===== config.mk =====
export PLATFORM = sky130hd
export DESIGN_NAME = id_operand_stage
export DESIGN_NICKNAME = d
export VERILOG_FILES = /design/src/rtl/id_operand_stage_pkg.sv /design/src/rtl/id_fwd_mux.sv /design/src/rtl/id_operand_stage.sv
export SDC_FILE = /design/constraint.sdc
export NUM_CORES = 1
export LEC_CHECK = 0
export CORE_ASPECT_RATIO = 1.1
export CORE_MARGIN = 1.5
export CORE_UTILIZATION = 42
export DETAILED_ROUTE_END_ITERATION = 8
export GPL_TIMING_DRIVEN = 0
export PLACE_DENSITY = 0.82
export SYNTH_ARGS = -nofsm -noshare
export SYNTH_HDL_FRONTEND = slang
export SYNTH_HIERARCHICAL = 1
export SYNTH_SLANG_ARGS = --single-unit

===== constraint.sdc =====
create_clock -name clk -period 2.55 [get_ports clk]
set_input_delay 0.51 -clock clk [delete_from_list [all_inputs] [get_ports clk]]
set_output_delay 0.51 -clock clk [all_outputs]
set_load 0.03 [all_outputs]

===== src/rtl/id_operand_stage_pkg.sv =====
// Shared constants and forward-select helper for the decode-stage operand path.
package id_operand_stage_pkg;

  localparam int unsigned ID_CTRL_W     = 16;
  localparam int unsigned ZERO_REG_ADDR = 0;
  localparam int unsigned HAZARD_CNT_W  = 16;

  localparam logic ENABLE_  = 1'b0;
  localparam logic DISABLE_ = 1'b1;

  typedef enum logic [1:0] {
    FWD_GPR  = 2'd0,
    FWD_MEM  = 2'd1,
    FWD_EX   = 2'd2,
    FWD_ZERO = 2'd3
  } fwd_sel_e;

  // The zero register beats every forward source; EX is younger than MEM.
  function automatic fwd_sel_e fwd_select(input logic is_zero,
                                          input logic ex_hit,
                                          input logic mem_hit);
    fwd_sel_e sel;
    if (is_zero)      sel = FWD_ZERO;
    else if (ex_hit)  sel = FWD_EX;
    else if (mem_hit) sel = FWD_MEM;
    else              sel = FWD_GPR;
    return sel;
  endfunction

endpackage


===== src/rtl/id_fwd_mux.sv =====
// Per-operand forward select: zero register, EX result, MEM result or GPR file.
module id_fwd_mux
  import id_operand_stage_pkg::*;
#(
  parameter int unsigned DATA_W = 32,
  parameter int unsigned ADDR_W = 5
) (
  input  logic [ADDR_W-1:0] rs_addr_i,
  input  logic              rs_used_i,
  input  logic              ex_fwd_ok_i,
  input  logic [ADDR_W-1:0] ex_dst_addr_i,
  input  logic [DATA_W-1:0] ex_data_i,
  input  logic              mem_gpr_we_n_i,
  input  logic [ADDR_W-1:0] mem_dst_addr_i,
  input  logic [DATA_W-1:0] mem_data_i,
  input  logic [DATA_W-1:0] gpr_data_i,
  output logic [DATA_W-1:0] opnd_o
);

  logic     is_zero;
  logic     ex_hit;
  logic     mem_hit;
  fwd_sel_e sel;

  always_comb begin
    is_zero = (rs_addr_i == ADDR_W'(ZERO_REG_ADDR));
    ex_hit  = rs_used_i && ex_fwd_ok_i && (ex_dst_addr_i == rs_addr_i);
    mem_hit = (mem_gpr_we_n_i == ENABLE_) && (mem_dst_addr_i == rs_addr_i);
    sel     = fwd_select(is_zero, ex_hit, mem_hit);
    case (sel)
      FWD_EX:  opnd_o = ex_data_i;
      FWD_MEM: opnd_o = mem_data_i;
      FWD_GPR: opnd_o = gpr_data_i;
      default: opnd_o = '0;
    endcase
  end

endmodule


===== src/rtl/id_operand_stage.sv =====
// Decode-stage operand path: GPR read, EX/MEM forwarding, load-use hazard
// detection against in-flight loads, and the ID/EX pipeline register.
module id_operand_stage
  import id_operand_stage_pkg::*;
#(
  parameter int unsigned DATA_W   = 32,
  parameter int unsigned ADDR_W   = 5,
  parameter int unsigned NUM_RD   = 2,
  parameter int unsigned CTRL_W   = ID_CTRL_W,
  parameter int unsigned LOAD_LAT = 1
) (
  input  logic                     clk,
  input  logic                     reset,
  input  logic                     dec_en,
  input  logic [CTRL_W-1:0]        dec_ctrl,
  input  logic [NUM_RD*ADDR_W-1:0] dec_rs_addr,
  input  logic [NUM_RD-1:0]        dec_rs_used,
  input  logic [ADDR_W-1:0]        dec_dst_addr,
  input  logic                     dec_gpr_we_,
  input  logic                     dec_is_load,
  output logic [NUM_RD*ADDR_W-1:0] gpr_rd_addr,
  input  logic [NUM_RD*DATA_W-1:0] gpr_rd_data,
  input  logic [DATA_W-1:0]        ex_fwd_data,
  input  logic [DATA_W-1:0]        mem_fwd_data,
  input  logic [ADDR_W-1:0]        mem_dst_addr,
  input  logic                     mem_gpr_we_,
  input  logic                     stall,
  input  logic                     flush,
  output logic                     ld_hazard,
  output logic [HAZARD_CNT_W-1:0]  hazard_cnt,
  output logic                     id_en,
  output logic [CTRL_W-1:0]        id_ctrl,
  output logic [NUM_RD*DATA_W-1:0] id_opnd,
  output logic [ADDR_W-1:0]        id_dst_addr,
  output logic                     id_gpr_we_,
  output logic                     id_is_load
);

  logic                     id_en_q, id_en_d;
  logic [CTRL_W-1:0]        id_ctrl_q, id_ctrl_d;
  logic [NUM_RD*DATA_W-1:0] id_opnd_q, id_opnd_d;
  logic [ADDR_W-1:0]        id_dst_q, id_dst_d;
  logic                     id_gpr_we_n_q, id_gpr_we_n_d;
  logic                     id_is_load_q, id_is_load_d;
  logic [HAZARD_CNT_W-1:0]  hazard_cnt_q, hazard_cnt_d;

  logic [LOAD_LAT-1:0]             chain_vld_q, chain_vld_d;
  logic [LOAD_LAT-1:0][ADDR_W-1:0] chain_dst_q, chain_dst_d;

  logic                     ex_load;
  logic                     ex_alu_wr;
  logic [NUM_RD-1:0]        rs_hazard;
  logic [NUM_RD*DATA_W-1:0] fwd_opnd;

  // The instruction in EX is whatever this block last registered.
  assign ex_load   = id_en_q && (id_gpr_we_n_q == ENABLE_) && id_is_load_q;
  assign ex_alu_wr = id_en_q && (id_gpr_we_n_q == ENABLE_) && !id_is_load_q;

  assign gpr_rd_addr = dec_rs_addr;

  for (genvar k = 0; k < NUM_RD; k++) begin : g_fwd
    id_fwd_mux #(
      .DATA_W (DATA_W),
      .ADDR_W (ADDR_W)
    ) u_fwd (
      .rs_addr_i      (dec_rs_addr[k*ADDR_W +: ADDR_W]),
      .rs_used_i      (dec_rs_used[k]),
      .ex_fwd_ok_i    (ex_alu_wr),
      .ex_dst_addr_i  (id_dst_q),
      .ex_data_i      (ex_fwd_data),
      .mem_gpr_we_n_i (mem_gpr_we_),
      .mem_dst_addr_i (mem_dst_addr),
      .mem_data_i     (mem_fwd_data),
      .gpr_data_i     (gpr_rd_data[k*DATA_W +: DATA_W]),
      .opnd_o         (fwd_opnd[k*DATA_W +: DATA_W])
    );
  end

  // The last chain entry is skipped: its data is on the MEM forward path now.
  always_comb begin
    rs_hazard = '0;
    for (int unsigned k = 0; k < NUM_RD; k++) begin
      if (dec_rs_used[k] &&
          dec_rs_addr[k*ADDR_W +: ADDR_W] != ADDR_W'(ZERO_REG_ADDR)) begin
        if (ex_load && id_dst_q == dec_rs_addr[k*ADDR_W +: ADDR_W])
          rs_hazard[k] = 1'b1;
        for (int unsigned i = 0; i + 1 < LOAD_LAT; i++) begin
          if (chain_vld_q[i] && chain_dst_q[i] == dec_rs_addr[k*ADDR_W +: ADDR_W])
            rs_hazard[k] = 1'b1;
        end
      end
    end
    ld_hazard = dec_en && (|rs_hazard);
  end

  always_comb begin
    chain_vld_d = chain_vld_q;
    chain_dst_d = chain_dst_q;
    if (!stall) begin
      chain_vld_d[0] = ex_load;
      chain_dst_d[0] = id_dst_q;
      for (int unsigned i = 1; i < LOAD_LAT; i++) begin
        chain_vld_d[i] = chain_vld_q[i-1];
        chain_dst_d[i] = chain_dst_q[i-1];
      end
    end
  end

  always_comb begin
    id_en_d       = id_en_q;
    id_ctrl_d     = id_ctrl_q;
    id_opnd_d     = id_opnd_q;
    id_dst_d      = id_dst_q;
    id_gpr_we_n_d = id_gpr_we_n_q;
    id_is_load_d  = id_is_load_q;
    hazard_cnt_d  = hazard_cnt_q;
    if (!stall) begin
      if (flush || ld_hazard) begin
        id_en_d       = 1'b0;
        id_ctrl_d     = '0;
        id_opnd_d     = '0;
        id_dst_d      = '0;
        id_gpr_we_n_d = DISABLE_;
        id_is_load_d  = 1'b0;
      end else begin
        id_en_d       = dec_en;
        id_ctrl_d     = dec_ctrl;
        id_opnd_d     = fwd_opnd;
        id_dst_d      = dec_dst_addr;
        id_gpr_we_n_d = dec_en ? dec_gpr_we_ : DISABLE_;
        id_is_load_d  = dec_en && dec_is_load;
      end
      if (ld_hazard && !flush && hazard_cnt_q != '1)
        hazard_cnt_d = hazard_cnt_q + 1'b1;
    end
  end

  always_ff @(posedge clk or negedge reset) begin
    if (!reset) begin
      id_en_q       <= 1'b0;
      id_ctrl_q     <= '0;
      id_opnd_q     <= '0;
      id_dst_q      <= '0;
      id_gpr_we_n_q <= DISABLE_;
      id_is_load_q  <= 1'b0;
      hazard_cnt_q  <= '0;
      chain_vld_q   <= '0;
      chain_dst_q   <= '0;
    end else begin
      id_en_q       <= id_en_d;
      id_ctrl_q     <= id_ctrl_d;
      id_opnd_q     <= id_opnd_d;
      id_dst_q      <= id_dst_d;
      id_gpr_we_n_q <= id_gpr_we_n_d;
      id_is_load_q  <= id_is_load_d;
      hazard_cnt_q  <= hazard_cnt_d;
      chain_vld_q   <= chain_vld_d;
      chain_dst_q   <= chain_dst_d;
    end
  end

  assign id_en       = id_en_q;
  assign id_ctrl     = id_ctrl_q;
  assign id_opnd     = id_opnd_q;
  assign id_dst_addr = id_dst_q;
  assign id_gpr_we_  = id_gpr_we_n_q;
  assign id_is_load  = id_is_load_q;
  assign hazard_cnt  = hazard_cnt_q;

endmodule


# Word-level counts from Yosys, hierarchy flattened
# Cells that the tools add are included.
# totals
word_cells	67
output_inout_bits	115
ff_bits	104
memories	0
rom_bits	0
latch_bits	0
mem_bits_rw	0
# op_classes
bitwise	3
div_mod_pow	0
muxes	19
magnitude_cmp	0
n_shift	0
n_eq_ne	9
n_mul	0
n_addsub	1
n_reduce_logical	28
# op_table
cell	count
$pmux W32 S3	2
$mux W64	1
$eq A5 B5 Y1	4
$logic_and A1 B1 Y1	17
$add A16 B1 Y16 const B	1
$mux W16	1
$ne A16 B16 Y1 const B	1
$logic_not A5 Y1	2
$mux W1	10
$reduce_bool A5 Y1	2
$mux W2	4
$mux W5	1
$eq A2 B1 Y1 const B	2
$eq A2 B2 Y1 const B	2
$logic_not A2 Y1	2
$not A1 Y1	3
$logic_not A1 Y1	2
$reduce_and A2 Y1	1
$reduce_or A2 Y1	1
$logic_or A1 B1 Y1	1

# Longest topological paths before layout
# Gate-level depths: netlist of the first run.
# depth
word_depth	11
mapped_depth	8
ltp_nobuf	7

# Hierarchy
# The synthesis of the first run kept the hierarchy.
# modules_own_cells
module	n_inst	cells_per_inst	seq_area_each_um2	area_each_um2
id_operand_stage	1	331	2603.7	4300.4
id_fwd_mux	2	166	0.0	900.9

# Least setup slack after synthesis of the first run
# Ideal clock, no wire load.
# synth_path
kind	register to output
from	reg id_dst_q[2], in the netlist id_dst_addr[2]
to	out ld_hazard
stages_incl_launch_ff	4
required_time_ns	2.040
n_path_buf	0
setup_slack_ns	0.028
t_arrival_ns	2.012
path_cell_list	dfrtp_1 -> xnor2_1 -> nand2_1 -> o41ai_1
# synth_via
elab_chain_cells	6
elab_cells_between_ends	10
classes_between	eq/ne (2); mux (4); reduce/logical (4)
# synth_rtl
item	line_no	text
from (decl)	id_operand_stage.sv:42	logic [ADDR_W-1:0] id_dst_q, id_dst_d;
from (signal assigned)	id_operand_stage.sv:153	id_dst_q <= id_dst_d;
$eq A5 B5 Y1	id_operand_stage.sv:85	if (ex_load && id_dst_q == dec_rs_addr[k*ADDR_W +: ADDR_W])
$logic_and A1 B1 Y1	id_operand_stage.sv:85	
$mux W1	id_operand_stage.sv:85	
$mux W1	id_operand_stage.sv:83	if (dec_rs_used[k] &&
$reduce_or A2 Y1 *	id_operand_stage.sv:93	ld_hazard = dec_en && (|rs_hazard);
$logic_and A1 B1 Y1 *	id_operand_stage.sv:93	
to (decl)	id_operand_stage.sv:29	output logic ld_hazard,
# Every way passes the cells marked *; elsewhere a longest branch is shown, timed or not.

# Worst setup path after layout of the first run
# layout_path
from	in dec_rs_addr[8]
to	out gpr_rd_addr[8]
# layout_lines
item	line_no	text
from (decl)	id_operand_stage.sv:16	input logic [NUM_RD*ADDR_W-1:0] dec_rs_addr,
to (decl)	id_operand_stage.sv:21	output logic [NUM_RD*ADDR_W-1:0] gpr_rd_addr,
# No word-level cell between the ends.

==> load_flow_metrics.sql, run 1 <==
INSERT INTO impl_metrics (metric_group, metric, value, unit) VALUES
('grt', 'number_of_global_route_vias_before_repair', '6215', ''),
('worst_setup_path', 'kind_of_end_point_of_the_critical_path', 'output port', ''),
('clock_network', 'clock_tree_root_driver_cell', 'clkbuf_16', ''),
('finish', 'post-route-cell-area', '0.00958', 'mm²'),
('placed_design', 'placed_cell_area', '0.00924', 'mm²'),
('pwr', 'power_leakage', '0.00418', 'µW'),
('clock_network', 'cts_tree', 'yes', ''),
('detailed_routing', 'detail_route.wirelength', '23.0', 'mm'),
('worst_setup_path', 'path_class', 'in2out', ''),
('timing', 'max_fclk', '0.404', 'GHz'),
('clock_network', 'clk_latency', '0.36', 'ns'),
('synthesis', 'synth_cells', '663', ''),
('synthesis', 'yosysMostFrequentCell', 'nand2_1', ''),
('finish', 'multiInputGateArea', '0.00306', 'mm²'),
('placed_design', 'post_dp_hpwl', '17.5', 'mm'),
('synthesis', 'synth_top_cell_area_share', '42.2', '%'),
('placed_design', 'port_buffers', '287', ''),
('grt', 'grt_start_max_net_pins', '56', ''),
('pwr', 'pwr_density_cell', '469', 'mW/mm²'),
('grt', 'antenna_found_initial', '0', ''),
('worst_setup_path', 'critPathRequiredTime', '2.04', 'ns'),
('worst_setup_path', 'critPathLaunchType', 'primary input', ''),
('finish', 'syn_to_final_growth', '56.9', '%'),
('synthesis', 'asyncSetResetFlopFracSynth', '100', '%'),
('finish', 'filler_cell_count', '1158', ''),
('floorplan', 'die_ar', '0.0153', 'mm²'),
('clock_network', 'htree_levels', '3', ''),
('pwr', 'irDropWorstVdd', '0.000270', 'V'),
('synthesis', 'synth_compound_gate_area_share', '27.1', '%'),
('timing', 'final_min_period_over_clock_period', '97.2', '%'),
('detailed_routing', 'vias_per_cell', '5.64', ''),
('floorplan', 'dieHeight', '129', 'µm'),
('synthesis', 'synth.lib_cells_used.distinct', '50', ''),
('worst_setup_path', 'crit_path_frequent_cell', 'clkdlybuf4s50_1', ''),
('synthesis', 'yosys_register_bits', '104', ''),
('finish', 'finalNetCount', '1139', ''),
('clock_network', 'clkTransAtPathRegs', '0.08', 'ns'),
('flow_run', 'max_cap_violations', '0', ''),
('timing', 'maxSlewHeadroom', '56.2', '%'),
('synthesis', 'postSynth.topFlopCell', 'dfrtp_1', ''),
('min_path', 'worst_hold_path_type', 'in2async', ''),
('clock_network', 'cts_made_buffers', '9', ''),
('worst_setup_path', 'timing.critical_path.slowest_stage_cell', 'clkdlybuf4s50_1', ''),
('synthesis', 'post_synth_main_area_contributors', 'dfrtp_1, a22o_1, nand2_1', ''),
('timing', 'final_critical_delay_including_setup_and_external_delays', '2.48', 'ns'),
('run_status', 'outcome', 'completed', ''),
('clock_network', 'max_buffers_root_to_sink', '2', ''),
('worst_setup_path', 'crit_path_max_fanout', '6', ''),
('detailed_routing', 'drt_first_iter_violations', '643', ''),
('worst_setup_path', 'cp_data_arrival_time', '1.97', 'ns'),
('floorplan', 'start_util', '42.6', '%'),
('finish', 'n_antenna_cell', '0', ''),
('grt', 'gr-total-overflow', '0', ''),
('detailed_routing', 'drt_pass1_iterations', '6', ''),
('detailed_routing', 'drtAntennaViolNets', '0', ''),
('synthesis', 'synthAdderAreaFrac', '0.205', '%'),
('timing', 'actual_transition_at_the_worst_max_transition_pin', '0.657', 'ns'),
('placed_design', 'gp_routability_congestion', '0.904', ''),
('synthesis', 'synth_enable_flop_cells', '0', ''),
('worst_setup_path', 'crit_path_cell_trace', 'clkdlybuf4s50_1 -> buf_4 -> clkdlybuf4s50_1', ''),
('floorplan', 'placement_rows', '46', ''),
('timing', 'slew_viol_final', '0', ''),
('synthesis', 'dominant_combinational_cell_family_by_area_after_synthesis', 'compound AO/OA/AOI/OAI gates', ''),
('detailed_routing', 'drt-wirelength-per-cell', '19.8', 'µm'),
('synthesis', 'muxShareOfSynthArea', '0.185', '%'),
('grt', 'grt_pass1_wl', '34.6', 'mm'),
('floorplan', 'chipWidth', '118', 'µm'),
('synthesis', 'mappedNetlistArea', '0.00610', 'mm²'),
('synthesis', 'synth.avg_cell_area', '9.20', 'µm²'),
('floorplan', 'design.portCount', '289', ''),
('grt', 'grt_usage', '29.1', '%');
[where the power goes]
group	internal, µW	switching [µW]	total (µW)	leakage (µW)
sequential	1760	91.5	1850	0.00136
clock	675	676	1350	0.000134
combinational	642	642	1280	0.00268
[stage by stage]
step	hold slack [ns]	total power (µW)	TNS, ns	setup WS (ns)	cells
3_3_place_gp	0.481	3140	-335.46	-3.05	1142
2_1_floorplan	0.214	2450	0	0.0275	663
6_report	0.163	4490	0	0.0722	1160
3_5_place_dp	0.487	3160	-25.76	-0.610	1143
5_1_grt	0.216	4660	-0.000856	-0.000856	1160
4_1_cts	0.188	4500	0	0.00639	1158
[final timing paths]
check                      slack (ns)                         to  depth (start not counted)                 startpoint
setup / recovery                 0.07             gpr_rd_addr[8]                          3             dec_rs_addr[8]
min in group clk                 0.49  hazard_cnt[6]$_DFFE_PN0P_                          1  hazard_cnt[6]$_DFFE_PN0P_
hold reg to reg                  0.49  hazard_cnt[6]$_DFFE_PN0P_                          1  hazard_cnt[6]$_DFFE_PN0P_
setup reg to reg                 0.32    id_opnd[23]$_DFFE_PN0N_                          6     id_is_load$_DFFE_PN0N_
hold / removal                   0.16    id_ctrl[14]$_DFFE_PN0N_                          1                      reset
max in group asynchronous        1.68    id_opnd[42]$_DFFE_PN0N_                          2                      reset
[final cells by class]
| cell class | instances | area share, % |
|---|---|---|
| Multi-Input combinational cell | 484 | 32.0 |
| Timing Repair Buffer | 290 | 30.5 |
| Sequential cell | 104 | 27.2 |
| Buffer | 61 | 4.36 |
| Tap cell | 192 | 2.51 |
| Clock buffer | 9 | 2.35 |
| Clock inverter | 6 | 0.562 |
| Inverter | 14 | 0.549 |
[layer usage]
layer  up-vias  GRT usage (%)  share of wire (%)
met5         -              0                  0
li1       3015              -                  -
met3        57           5.15                8.2
met1      3080           38.0                 40
met2       387           47.8                 48
met4         0           13.1                3.6
[flip-flops by register name, indices dropped and copies added, names as in the netlist]
signal and cells:
id_gpr_we_ 1, id_dst_addr 5, id_opnd 64, id_ctrl 16, id_is_load 1, id_en 1, hazard_cnt 16
[worst max-delay path, delay by kind of cell]
kind                   cells  cell delay (ns)
buffers and inverters      3             1.45
[cell usage in the layout (no fill, tap or decap), types with 3 or more instances in the layout]
cell and count:
nand2_1 139, dlygate4sd2_1 4, dlymetal6s2s_1 5, clkbuf_1 24, nand3_1 13, buf_6 4
o21ai_0 27, xnor2_1 10, o21ai_1 40, nor4_2 3, xor2_1 27, nand2b_1 4
nor4_1 4, nand4_1 4, nor2_1 15, a31oi_1 64, inv_1 14, nor3_1 8
dfrtp_1 103, buf_12 6, a22o_1 86, clkdlybuf4s50_1 276, clkbuf_16 9, buf_4 15
buf_2 14, and3_1 5
[logic make-up (layout without fill, tap and decap cells)]
kind of cell | Yosys count | count (layout)
AND/OR/NAND/NOR | 214 | 214
adder cells (fa/ha/maj) | 1 | 1
multiplexers | 1 | 1
AO/OA/AOI/OAI | 231 | 231
flip-flops | 104 | 104
buffers and inverters | 75 | 380
XOR/XNOR | 37 | 37
[what timing repair did]
item,4_1_cts,5_1_grt
hold buffers,0,0
resized for setup,11,17
gates cloned,0,0
setup buffers,0,2
pin swaps,0,3
setup endpoints to repair,3,87
No activity file was read; power rests on OpenSTA's default activity.
==> run 2: changes to the inputs <==
- ABC_AREA: unset -> 1
- CORE_UTILIZATION: 42 -> 45
- GPL_TIMING_DRIVEN: 0 -> 1
- PLACE_DENSITY: 0.82 -> 0.83
==> run 2 against run 1 <==
  * Sequential share of layout area is 2.3 points lower
  * Wire length is 8.1% higher
  * Clock power rose by 19%
  * Critical endpoint is now ld_hazard
  * Largest power group unchanged
  * Highest routed layer is now met5
==> load_flow_metrics.sql, run 2 <==
INSERT INTO impl_metrics (metric_group, metric, value, unit) VALUES
('finish', 'most_frequent_cells_in_the_layout', 'nand2_1, clkdlybuf4s50_1, nand4_1', ''),
('detailed_routing', 'drc', '0', ''),
('floorplan', 'design.portCount', '289', ''),
('pwr', 'irDropWorstVdd', '0.000299', 'V'),
('finish', 'largest_reg_flops', '64', ''),
('floorplan', 'start_util', '46.1', '%'),
('finish', 'n_antenna_cell', '0', ''),
('detailed_routing', 'routed-via-count', '8057', ''),
('timing', 'final-hold-violation-count', '0', ''),
('clock_network', 'htree_levels', '3', ''),
('timing', 'max_fclk', '0.413', 'GHz'),
('grt', 'gr-total-overflow', '0', ''),
('clock_network', 'clkTransAtPathRegs', '0.07', 'ns'),
('worst_setup_path', 'timing.critical_path.slowest_stage_cell', 'clkdlybuf4s50_1', ''),
('grt', 'grt_start_max_net_pins', '96', ''),
('floorplan', 'dieHeight', '136', 'µm'),
('worst_setup_path', 'crit_path_cell_trace', 'clkdlybuf4s50_1 -> inv_1 -> nand2_1 -> nand2_1 -> nor2_1 -> nand4_1 -> a21oi_2 -> buf_4', ''),
('synthesis', 'synth.lib_cells_used.distinct', '32', ''),
('synthesis', 'yosysMostFrequentCell', 'nand2_1', ''),
('worst_setup_path', 'kind_of_end_point_of_the_critical_path', 'output port', ''),
('detailed_routing', 'drt_first_iter_violations', '639', ''),
('timing', 'maxSlewHeadroom', '51.5', '%'),
('grt', 'grt_use_met3', '5.37', '%'),
('synthesis', 'asyncSetResetFlopFracSynth', '100', '%'),
('synthesis', 'mappedNetlistNets', '1196', ''),
('detailed_routing', 'detail_route.wirelength', '24.8', 'mm'),
('synthesis', 'synth_enable_flop_cells', '0', ''),
('timing', 'worst_clock_skew', '0.0151', 'ns'),
('synthesis', 'synth.avg_cell_area', '7.11', 'µm²'),
('floorplan', 'core-area', '0.0157', 'mm²'),
('clock_network', 'clock_tree_root_driver_cell', 'clkbuf_16', ''),
('detailed_routing', 'vias_per_cell', '5.50', ''),
('finish', 'layoutNonFillerInstCount', '1466', ''),
('synthesis', 'post_synth_main_area_contributors', 'dfrtp_1, nand2_1, nand4_1', ''),
('clock_network', 'postCtsHoldBufs', '0', ''),
('finish', 'layout-drive-gt1-share', '10.3', '%'),
('worst_setup_path', 'slowest_delay', '0.61', 'ns'),
('grt', 'number_of_global_route_vias_before_repair', '7611', ''),
('placed_design', 'port_buffers', '288', ''),
('synthesis', 'mappedNetlistArea', '0.00725', 'mm²'),
('grt', 'gr-max-usage-layer', 'met2', ''),
('worst_setup_path', 'path_class', 'in2out', ''),
('placed_design', 'placedCellCount', '1450', ''),
('synthesis', 'yosys-top-cells-count', 'nand2_1, nand4_1, dfrtp_1, nand3_1, inv_1', ''),
('flow_run', 'max_cap_violations', '0', ''),
('finish', 'final_common_cell', 'nand2_1', ''),
('clock_network', 'clock-sinks', '104', ''),
('run_status', 'outcome', 'completed', ''),
('grt', 'antenna_found_initial', '1', ''),
('synthesis', 'postSynth.topFlopCell', 'dfrtp_1', ''),
('min_path', 'worst_hold_path_type', 'in2async', ''),
('grt', 'grt_pass1_wl', '38.0', 'mm'),
('synthesis', 'synthDominantAreaCellType', 'dfrtp_1', ''),
('synthesis', 'yosysWarnings', '6', ''),
('worst_setup_path', 'critPathLaunchType', 'primary input', ''),
('synthesis', 'synth_cells', '1021', ''),
('grt', 'grt_usage', '28.7', '%'),
('clock_network', 'clk_latency', '0.35', 'ns'),
('detailed_routing', 'drt-wirelength-per-cell', '16.9', 'µm'),
('grt', 'gr-usage-met2', '47.5', '%'),
('finish', 'finalNetCount', '1436', ''),
('floorplan', 'placement_rows', '48', ''),
('finish', 'post-route-util', '66.5', '%'),
('timing', 'grt_setup_unrepaired', 'no', ''),
('placed_design', 'gp_routability_congestion', '0.948', ''),
('timing', 'post_route_setup_tns', '0', 'ns'),
('placed_design', 'post_dp_hpwl', '17.5', 'mm'),
('synthesis', 'yosys_register_bits', '104', ''),
('pwr', 'pwr_density_cell', '460', 'mW/mm²'),
('finish', 'syn_to_final_growth', '44.2', '%'),
('finish', 'filler_cell_count', '1319', ''),
('timing', 'slew_viol_final', '0', ''),
('synthesis', 'synth.yosys.seq_area_share', '35.9', '%'),
('clock_network', 'cts_made_buffers', '9', ''),
('worst_setup_path', 'critPathRequiredTime', '2.04', 'ns'),
('timing', 'actual_transition_at_the_worst_max_transition_pin', '0.728', 'ns'),
('clock_network', 'max_buffers_root_to_sink', '2', ''),
('clock_network', 'cts_tree', 'yes', ''),
('timing', 'final_critical_delay_including_setup_and_external_delays', '2.42', 'ns'),
('worst_setup_path', 'crit_path_frequent_cell', 'nand2_1', ''),
('floorplan', 'die_ar', '0.0169', 'mm²'),
('detailed_routing', 'drt_pass1_iterations', '5', ''),
('timing', 'finalSetupViolCount', '0', ''),
('pwr', 'power_leakage', '0.00473', 'µW'),
('detailed_routing', 'drtAntennaViolNets', '0', ''),
('worst_setup_path', 'cp_data_arrival_time', '1.91', 'ns'),
('synthesis', 'synth_top_cell_area_share', '35.5', '%'),
('worst_setup_path', 'crit_path_max_fanout', '7', ''),
('grt', 'met1_usage', '35.3', '%'),
('floorplan', 'chipWidth', '124', 'µm'),
('timing', 'final_min_period_over_clock_period', '94.9', '%');
## run 2: cell count changes after synthesis, moves of 40 or more
cell     change
o21ai_2     +40
nand2_1    +232
inv_1       +40
a31oi_1     -64
nand3_1     +61
nand4_1    +130
a22o_1      -86
## run 2: power by group
group	total, µW	internal [µW]	switching (µW)
Clock	1600	964	632
Combinational	1370	626	740
Sequential	1850	1760	81.2
## run 2: layer usage
metal / share of wire [%] / up-vias / routed length [µm]
met3: 8.0 / 93 / 1980
met5: 0.048 / - / 12
met1: 39 / 3668 / 9650
met2: 48 / 416 / 12000
met4: 4.8 / 2 / 1190
li1: - / 3878 / -
## run 2: kinds of logic after synthesis
logic type	count (synthesis)	synth area share [%]
buffers and inverters	158	13.0
AOI/OAI and AO/OA	98	8.92
adders and majority gates	1	0.172
DFF	104	35.9
xor gates and xnor gates	2	0.242
and+or+nand+nor	658	41.8
## run 2: worst paths after layout
check	startpoint	endpoint	slack [ns]	cells after the start
max	dec_rs_addr[0]	ld_hazard	0.13	8
min	reset	id_ctrl[2]$_DFFE_PN0N_	0.14	1
max reg2reg	id_dst_addr[1]$_DFFE_PN0N_	id_opnd[51]$_DFFE_PN0N_	0.57	11
min reg2reg	id_opnd[15]$_DFFE_PN0N_	id_opnd[15]$_DFFE_PN0N_	0.48	2
max in group asynchronous	reset	id_opnd[4]$_DFFE_PN0N_	1.64	2
min in group clk	id_opnd[15]$_DFFE_PN0N_	id_opnd[15]$_DFFE_PN0N_	0.48	2
## run 2: final cells by class
| type | instances | area (µm²) | share of cell area, % |
|---|---|---|---|
| Inverter | 72 | 274 | 2.62 |
| Multi-Input combinational cell | 759 | 3720 | 35.6 |
| Tap cell | 200 | 250 | 2.39 |
| Sequential cell | 104 | 2600 | 24.9 |
| Clock inverter | 5 | 104 | 0.993 |
| Timing Repair Buffer | 315 | 3270 | 31.3 |
| Clock buffer | 11 | 233 | 2.23 |
## run 2: critical path: cells and delay by family
family	cells	cell delay, ns
AO/OA/AOI/OAI	1	0.17
buffers and inverters	3	0.86
AND/OR/NAND/NOR	4	0.38
## run 2: metrics by stage
| stage | hold WS, ns | total power, µW | setup slack [ns] | area (µm²) |
|---|---|---|---|---|
| floorplan | 0.214 | 2540 | 0.454 | 7250 |
| global placement | 0.464 | 3220 | 0.0772 | 10100 |
| detailed placement | 0.466 | 3240 | 0.0170 | 10100 |
| CTS | 0.152 | 4850 | 0.0715 | 10400 |
| global route | 0.175 | 5000 | 0.0202 | 10500 |
| finish | 0.135 | 4810 | 0.129 | 10500 |
## run 2: what timing repair did
action / in CTS / in global routing
endpoints found under the hold margin: 0 / 0
setup endpoints to repair: 0 / 1
resized for setup: 0 / 4
buffers inserted: 0 / 0
==> run 3: changes to the inputs <==
- SKIP_CTS_REPAIR_TIMING: unset -> 1
==> results of run 3 <==
Final layout, timing and power as in run 2 (identical DEF).
